## src/rtl/ps2_tx_if.sv

```systemverilog
// Host-side PS/2 transmit bundle: raw pin levels in, open-collector enables
// and transfer handshake out.
interface ps2_tx_if;
  logic       ps_clock;
  logic       ps_data;
  logic       send;
  logic [7:0] data;
  logic       clk_oe;
  logic       dat_oe;
  logic       busy;
  logic       done;
  logic       error;

  modport slave (
    input  ps_clock, ps_data, send, data,
    output clk_oe, dat_oe, busy, done, error
  );

  modport master (
    output ps_clock, ps_data, send, data,
    input  clk_oe, dat_oe, busy, done, error
  );
endinterface

```

## src/rtl/ps2_tx.sv

```systemverilog
// Host-to-device PS/2 transmitter: inhibits the clock, issues the start bit,
// shifts data/parity/stop on device falling edges, then checks the device ACK.
module ps2_tx #(
  parameter int INHIBIT_CYCLES = 2500,
  parameter int TIMEOUT_CYCLES = 375000
) (
  input  logic     clock,
  input  logic     reset_n,
  ps2_tx_if.slave  bus
);
  localparam int TW = $clog2(TIMEOUT_CYCLES + 1);
  localparam int IW = $clog2(INHIBIT_CYCLES + 1);
  localparam logic [TW-1:0] T_LAST = TW'(TIMEOUT_CYCLES - 1);
  localparam logic [IW-1:0] I_LAST = IW'(INHIBIT_CYCLES - 1);

  localparam logic [2:0] S_IDLE    = 3'd0;
  localparam logic [2:0] S_INHIBIT = 3'd1;
  localparam logic [2:0] S_WAIT    = 3'd2;
  localparam logic [2:0] S_BITS    = 3'd3;
  localparam logic [2:0] S_ACK     = 3'd4;
  localparam logic [2:0] S_RELEASE = 3'd5;

  logic [2:0]    r_state;
  logic [1:0]    r_clk_s, r_dat_s;
  logic          r_clk_d;
  logic [9:0]    r_shift;
  logic [3:0]    r_bit;
  logic [IW-1:0] r_inh;
  logic [TW-1:0] r_timer;
  logic          r_nack;
  logic          r_clk_oe, r_dat_oe, r_busy, r_done, r_error;

  logic w_clk, w_dat, w_fe;
  assign w_clk = r_clk_s[1];
  assign w_dat = r_dat_s[1];
  assign w_fe  = r_clk_d & ~w_clk;

  assign bus.clk_oe = r_clk_oe;
  assign bus.dat_oe = r_dat_oe;
  assign bus.busy   = r_busy;
  assign bus.done   = r_done;
  assign bus.error  = r_error;

  always_ff @(posedge clock or negedge reset_n) begin
    if (!reset_n) begin
      r_state  <= S_IDLE;
      // Idle bus level is high; starting the synchronizers there avoids a
      // phantom falling edge right after reset.
      r_clk_s  <= 2'b11;
      r_dat_s  <= 2'b11;
      r_clk_d  <= 1'b1;
      r_shift  <= '0;
      r_bit    <= '0;
      r_inh    <= '0;
      r_timer  <= '0;
      r_nack   <= 1'b0;
      r_clk_oe <= 1'b0;
      r_dat_oe <= 1'b0;
      r_busy   <= 1'b0;
      r_done   <= 1'b0;
      r_error  <= 1'b0;
    end else begin
      r_clk_s <= {r_clk_s[0], bus.ps_clock};
      r_dat_s <= {r_dat_s[0], bus.ps_data};
      r_clk_d <= w_clk;
      r_done  <= 1'b0;
      r_error <= 1'b0;
      case (r_state)
        S_IDLE: begin
          if (bus.send) begin
            r_shift  <= {1'b1, ~^bus.data, bus.data};
            r_nack   <= 1'b0;
            r_busy   <= 1'b1;
            r_clk_oe <= 1'b1;
            r_inh    <= '0;
            r_state  <= S_INHIBIT;
          end
        end
        S_INHIBIT: begin
          if (r_inh == I_LAST) begin
            r_clk_oe <= 1'b0;
            r_dat_oe <= 1'b1;
            r_timer  <= '0;
            r_bit    <= '0;
            r_state  <= S_WAIT;
          end else begin
            r_inh <= r_inh + 1'b1;
          end
        end
        S_WAIT, S_BITS, S_ACK, S_RELEASE: begin
          if (!w_fe && r_timer == T_LAST) begin
            r_clk_oe <= 1'b0;
            r_dat_oe <= 1'b0;
            r_done   <= 1'b1;
            r_error  <= 1'b1;
            r_busy   <= 1'b0;
            r_state  <= S_IDLE;
          end else begin
            r_timer <= w_fe ? '0 : r_timer + 1'b1;
            if (r_state == S_WAIT || r_state == S_BITS) begin
              if (w_fe) begin
                r_dat_oe <= ~r_shift[r_bit];
                r_bit    <= r_bit + 4'd1;
                r_state  <= (r_bit == 4'd9) ? S_ACK : S_BITS;
              end
            end else if (r_state == S_ACK) begin
              if (w_fe) begin
                r_nack  <= r_nack | w_dat;
                r_state <= S_RELEASE;
              end
            end else if (w_clk && w_dat) begin
              r_done  <= 1'b1;
              r_error <= r_nack;
              r_busy  <= 1'b0;
              r_state <= S_IDLE;
            end
          end
        end
        default: begin
          r_clk_oe <= 1'b0;
          r_dat_oe <= 1'b0;
          r_busy   <= 1'b0;
          r_state  <= S_IDLE;
        end
      endcase
    end
  end
endmodule

```

## src/flat_wrapper.sv

```systemverilog
// flat-port wrapper written by rule: the top's interface ports become plain ports
module ps2_tx_flat 
#(
  parameter int INHIBIT_CYCLES = 2500,
  parameter int TIMEOUT_CYCLES = 375000
)
  (clock, reset_n, bus_ps_clock, bus_ps_data, bus_send, bus_data, bus_clk_oe, bus_dat_oe, bus_busy, bus_done, bus_error);
  ps2_tx_if bus_i ();
  input  logic clock;
  input  logic reset_n;
  input wire logic [$bits(bus_i.ps_clock)-1:0] bus_ps_clock;
  input wire logic [$bits(bus_i.ps_data)-1:0] bus_ps_data;
  input wire logic [$bits(bus_i.send)-1:0] bus_send;
  input wire logic [$bits(bus_i.data)-1:0] bus_data;
  output wire logic [$bits(bus_i.clk_oe)-1:0] bus_clk_oe;
  output wire logic [$bits(bus_i.dat_oe)-1:0] bus_dat_oe;
  output wire logic [$bits(bus_i.busy)-1:0] bus_busy;
  output wire logic [$bits(bus_i.done)-1:0] bus_done;
  output wire logic [$bits(bus_i.error)-1:0] bus_error;
  assign bus_i.ps_clock = bus_ps_clock;
  assign bus_i.ps_data = bus_ps_data;
  assign bus_i.send = bus_send;
  assign bus_i.data = bus_data;
  assign bus_clk_oe = bus_i.clk_oe;
  assign bus_dat_oe = bus_i.dat_oe;
  assign bus_busy = bus_i.busy;
  assign bus_done = bus_i.done;
  assign bus_error = bus_i.error;
  ps2_tx #(.INHIBIT_CYCLES(INHIBIT_CYCLES), .TIMEOUT_CYCLES(TIMEOUT_CYCLES)) u_core (.clock(clock), .reset_n(reset_n), .bus(bus_i));
endmodule
```

## config.mk

```make
export PLATFORM = sky130hd
export DESIGN_NAME = ps2_tx_flat
export DESIGN_NICKNAME = d
export VERILOG_FILES = /design/src/rtl/ps2_tx_if.sv /design/src/rtl/ps2_tx.sv /design/src/flat_wrapper.sv
export SDC_FILE = /design/constraint.sdc
export NUM_CORES = 1
export LEC_CHECK = 0
export BUFFER_PORTS_ARGS = -buffer_cell sky130_fd_sc_hd__buf_2
export CORE_ASPECT_RATIO = 1.2
export CORE_MARGIN = 8
export CORE_UTILIZATION = 52
export CTS_BUF_LIST = sky130_fd_sc_hd__clkbuf_2 sky130_fd_sc_hd__clkbuf_4 sky130_fd_sc_hd__clkbuf_8
export DETAILED_ROUTE_END_ITERATION = 7
export PLACE_DENSITY_LB_ADDON = 0.3
export SETUP_SLACK_MARGIN = 0.3
export SYNTH_ARGS = -nofsm -noshare
export SYNTH_HDL_FRONTEND = slang
export SYNTH_SLANG_ARGS = --single-unit
export TNS_END_PERCENT = 20
```

## constraint.sdc

```tcl
create_clock -name clock -period 2.1 [get_ports clock]
set_input_delay 0.105 -clock clock [delete_from_list [all_inputs] [get_ports clock]]
set_output_delay 0.105 -clock clock [all_outputs]
set_load 0.01 [all_outputs]
```

==> metrics.txt <==
Die Span Y=101 um; Slew Viols, Final=0; Logic pwr share=47.3%; Max clock buf depth=2; initial antenna violation count=0; Initial Util=53.0%; FMAX=481 MHz; Worst R2R Start=u_core.r_timer[9]; Cell Rows=31; sequential area share after synthesis=47.1%; run status=finished, final reports clean; average cell area after synthesis=9.34 sq um; total chip power=5200 uW; Detail Route Antenna Nets=0; Clock transition at path regs=0.07 ns; Arr. time, crit path=2.34 ns; Area contributors post-synth=dfrtp_1, nand2_1, dfstp_2; WHS=0.130 ns; CP Capture Type=flop; fill count=432; Multi-input gate area=0.00176 sq mm; first-pass GRT wire length=13.4 mm; grt total ovfl=0; asr flop ratio synth=100%; CTS tree=built; maximum vdd drop=0.754 mV; biggest cell delay along the critical path=0.40 ns; actual slew at the worst max-slew pin=0.691 ns; number of global-route vias before repair=2,879; crit-path cells=nand4bb_4 > nor4b_4 > nand4_1 > a2bb2oi_4 > buf_6 > buf_16 > nor3_1 > nor2_1; Total Routing Usage GR=19.6%; Mapped Nets=354; Ant. Diodes=0; Synth top cells by count=dfrtp_1, nand2_1, nor2_1, o21ai_0, a21oi_1; leak pwr=0.00182 uW; Synthesis Warnings=0; placed instance area=0.00346 sq mm; Post-Syn Instances=337; Residual DRC=0; switching share of total power=39.6%; core area=0.00593 sq mm; WHS Endpoint=u_core.bus.clk_oe; Clk Latency, worst-skew pair=0.35 ns; hold depth=3; CTS Buf Count=9; r2r worst-path depth=8; final setup fails=0; ys flop type=dfrtp_1; Hold Crit Start=bus_send; max-cap violations=0; data required time at the worst endpoint=2.36 ns; Post-synth EDFFs=0; RR Endpoint=u_core.r_timer[6]; RSZ-0062 raised after global routing=yes; cell family with most CP delay=simple AND/OR/NAND/NOR gates; layout cells sized above 1=29.2%; Setup CP Type=reg -> reg; Tmin final=2.08 ns; mapped cell area=0.00315 sq mm; CTS Sinks=59; io pins=18; CTS H-tree depth=3; setup TNS=0 ns; CP bufs+invs=2; slew margin rel.=53.9%; Avg WL per Cell=17.2 um; Crit-path slowest cell=dfrtp_1; final wirelength=8.36 mm; register area=0.00149 sq mm; largest net degree at the start of global routing=32; DR pass1 iterations=5; count leader, synth=dfrtp_1; routability cong.=0.836; routed via count=2,863; Layout area overhead=31.8%; Worst Setup Start Kind=flop; NetSw=2060 uW; Power Internal=3140 uW; Pwr Density=1250 mW/mm^2; crit-path max FO=5; via-per-instance ratio=5.89; largest area contributor in the netlist=dfrtp_1; Detailed Route Iter0 Violations=230; clock share of power=18.7%; Finished Cell Area=0.00415 sq mm; Post-DP HPWL=4.88 mm; IO buf count=17; Hold WC Path Type=in -> reg; die area=0.00881 sq mm; final hold vios=0; final net count=416; DIE WIDTH=87.0 um; Setup Skew=0.0102 ns; register bit total from synthesis=59; power share of the sequential group=34.0%; Final period util=99.1%; post-synth cell types=48; Worst R2R Setup Slack=0.02 ns; CTS Root Cell=clkbuf_8; top-area cell type share of the netlist area=42.9%
==> worst reg2reg max path, cell delays in order (launching register included) <==
cell and delay, ns:
dfrtp_1 0.40, nand4bb_4 0.26, nor4b_4 0.39, nand4_1 0.24, a2bb2oi_4 0.26, buf_6 0.14, buf_16 0.11, nor3_1 0.05
nor2_1 0.14
==> kinds of logic (layout without fill, tap and decap cells) <==
| family | count (synthesis) | in the layout | share of synthesized area (%) |
|---|---|---|---|
| buf+inv | 20 | 87 | 3.22 |
| mux | 6 | 6 | 2.70 |
| fa+ha+maj | 4 | 4 | 1.59 |
| simple gates | 157 | 157 | 25.7 |
| xor+xnor | 18 | 18 | 5.01 |
| flops | 59 | 59 | 47.1 |
| compound gates | 73 | 73 | 14.7 |
==> layout make-up <==
type                            count  area share, %
Inverter                            3          0.271
Timing Repair Buffer               68           14.6
Clock buffer                       14           4.19
Clock inverter                      2          0.241
Multi-Input combinational cell    258           42.5
Tap cell                           82           2.47
Sequential cell                    59           35.8
==> stage by stage <==
stage / setup slack, ns / instances / util, %
2_1_floorplan: 0.115 / 337 / -
3_3_place_gp: 0.142 / 444 / 58.3
3_5_place_dp: 0.0514 / 444 / 58.3
4_1_cts: 0.179 / 483 / 66.4
5_1_grt: -0.0931 / 486 / 69.9
6_report: 0.0191 / 486 / 69.9
==> power by group through the flow <==
stage | registers (uW) | logic [uW] | clock network (uW)
floorplan | 1700 | 1300 | 0
global placement | 1740 | 1810 | 0
detailed placement | 1750 | 1860 | 0
CTS | 1740 | 2180 | 981
global route | 1810 | 2690 | 1040
finish | 1770 | 2460 | 973
==> flip-flops by register name (all words and copies together), names as in the netlist <==
name and flops:
u_core.bus.dat_oe 1, u_core.bus.done 1, u_core.r_bit 4, u_core.r_timer 19, u_core.bus.error 1, u_core.r_inh 12
u_core.r_state 3, u_core.r_clk_d 1, u_core.r_dat_s 2, u_core.r_shift 10, u_core.r_clk_s 2, u_core.bus.clk_oe 1
u_core.r_nack 1, u_core.bus.busy 1
==> what timing repair did <==
| item | 4_1_cts | 5_1_grt |
|---|---|---|
| buffers inserted | 10 | 2 |
| gates resized for setup | 17 | 44 |
| hold endpoints to repair | 33 | 0 |
| setup endpoints to repair | 35 | 38 |
| pin swaps | 8 | 21 |
| gates cloned | 2 | 1 |
| hold buffers | 11 | 0 |
==> worst max path at each step <==
stage / from / to / cells past startpoint
CTS: u_core.r_timer[9] / u_core.bus.clk_oe / 8
detailed placement: u_core.r_timer[0] / u_core.r_timer[3] / 8
finish: u_core.r_timer[9] / u_core.r_timer[6] / 8
floorplan: u_core.r_timer[17] / u_core.r_timer[17] / 8
global route: u_core.r_timer[9] / u_core.r_timer[15] / 8
global placement: u_core.r_inh[4] / u_core.r_bit[3] / 7
==> cells in the final DEF (no fill, tap or decap), types with 3 or more instances in the layout <==
cell type	Yosys	final
dfrtp_1	54	52
nand2_1	50	49
nor2_1	34	34
buf_4	2	29
a21oi_1	20	18
buf_2	3	17
nand4_1	12	12
nand3_1	15	12
xor2_1	11	11
o21ai_1	2	11
clkbuf_8	0	11
dlygate4sd3_1	0	11
nor3_1	11	10
o21ai_0	21	10
and3_1	9	8
o31ai_1	12	8
xnor2_1	7	7
a31oi_1	6	6
buf_6	2	5
dfstp_2	5	5
nor4_4	0	4
o31ai_2	0	4
mux2i_1	4	4
inv_1	3	3
nand3_2	0	3
clkbuf_4	0	3
==> metal layers <==
layer  wire length, um  vias to the layer above  track usage (%)
li1                  -                     1330                -
met1              3230                     1384             21.8
met2              4310                      116             32.8
met3               478                       33             5.36
met4               346                        0             11.4
met5                 0                        -                0
Power figures use the tool's default switching activity.
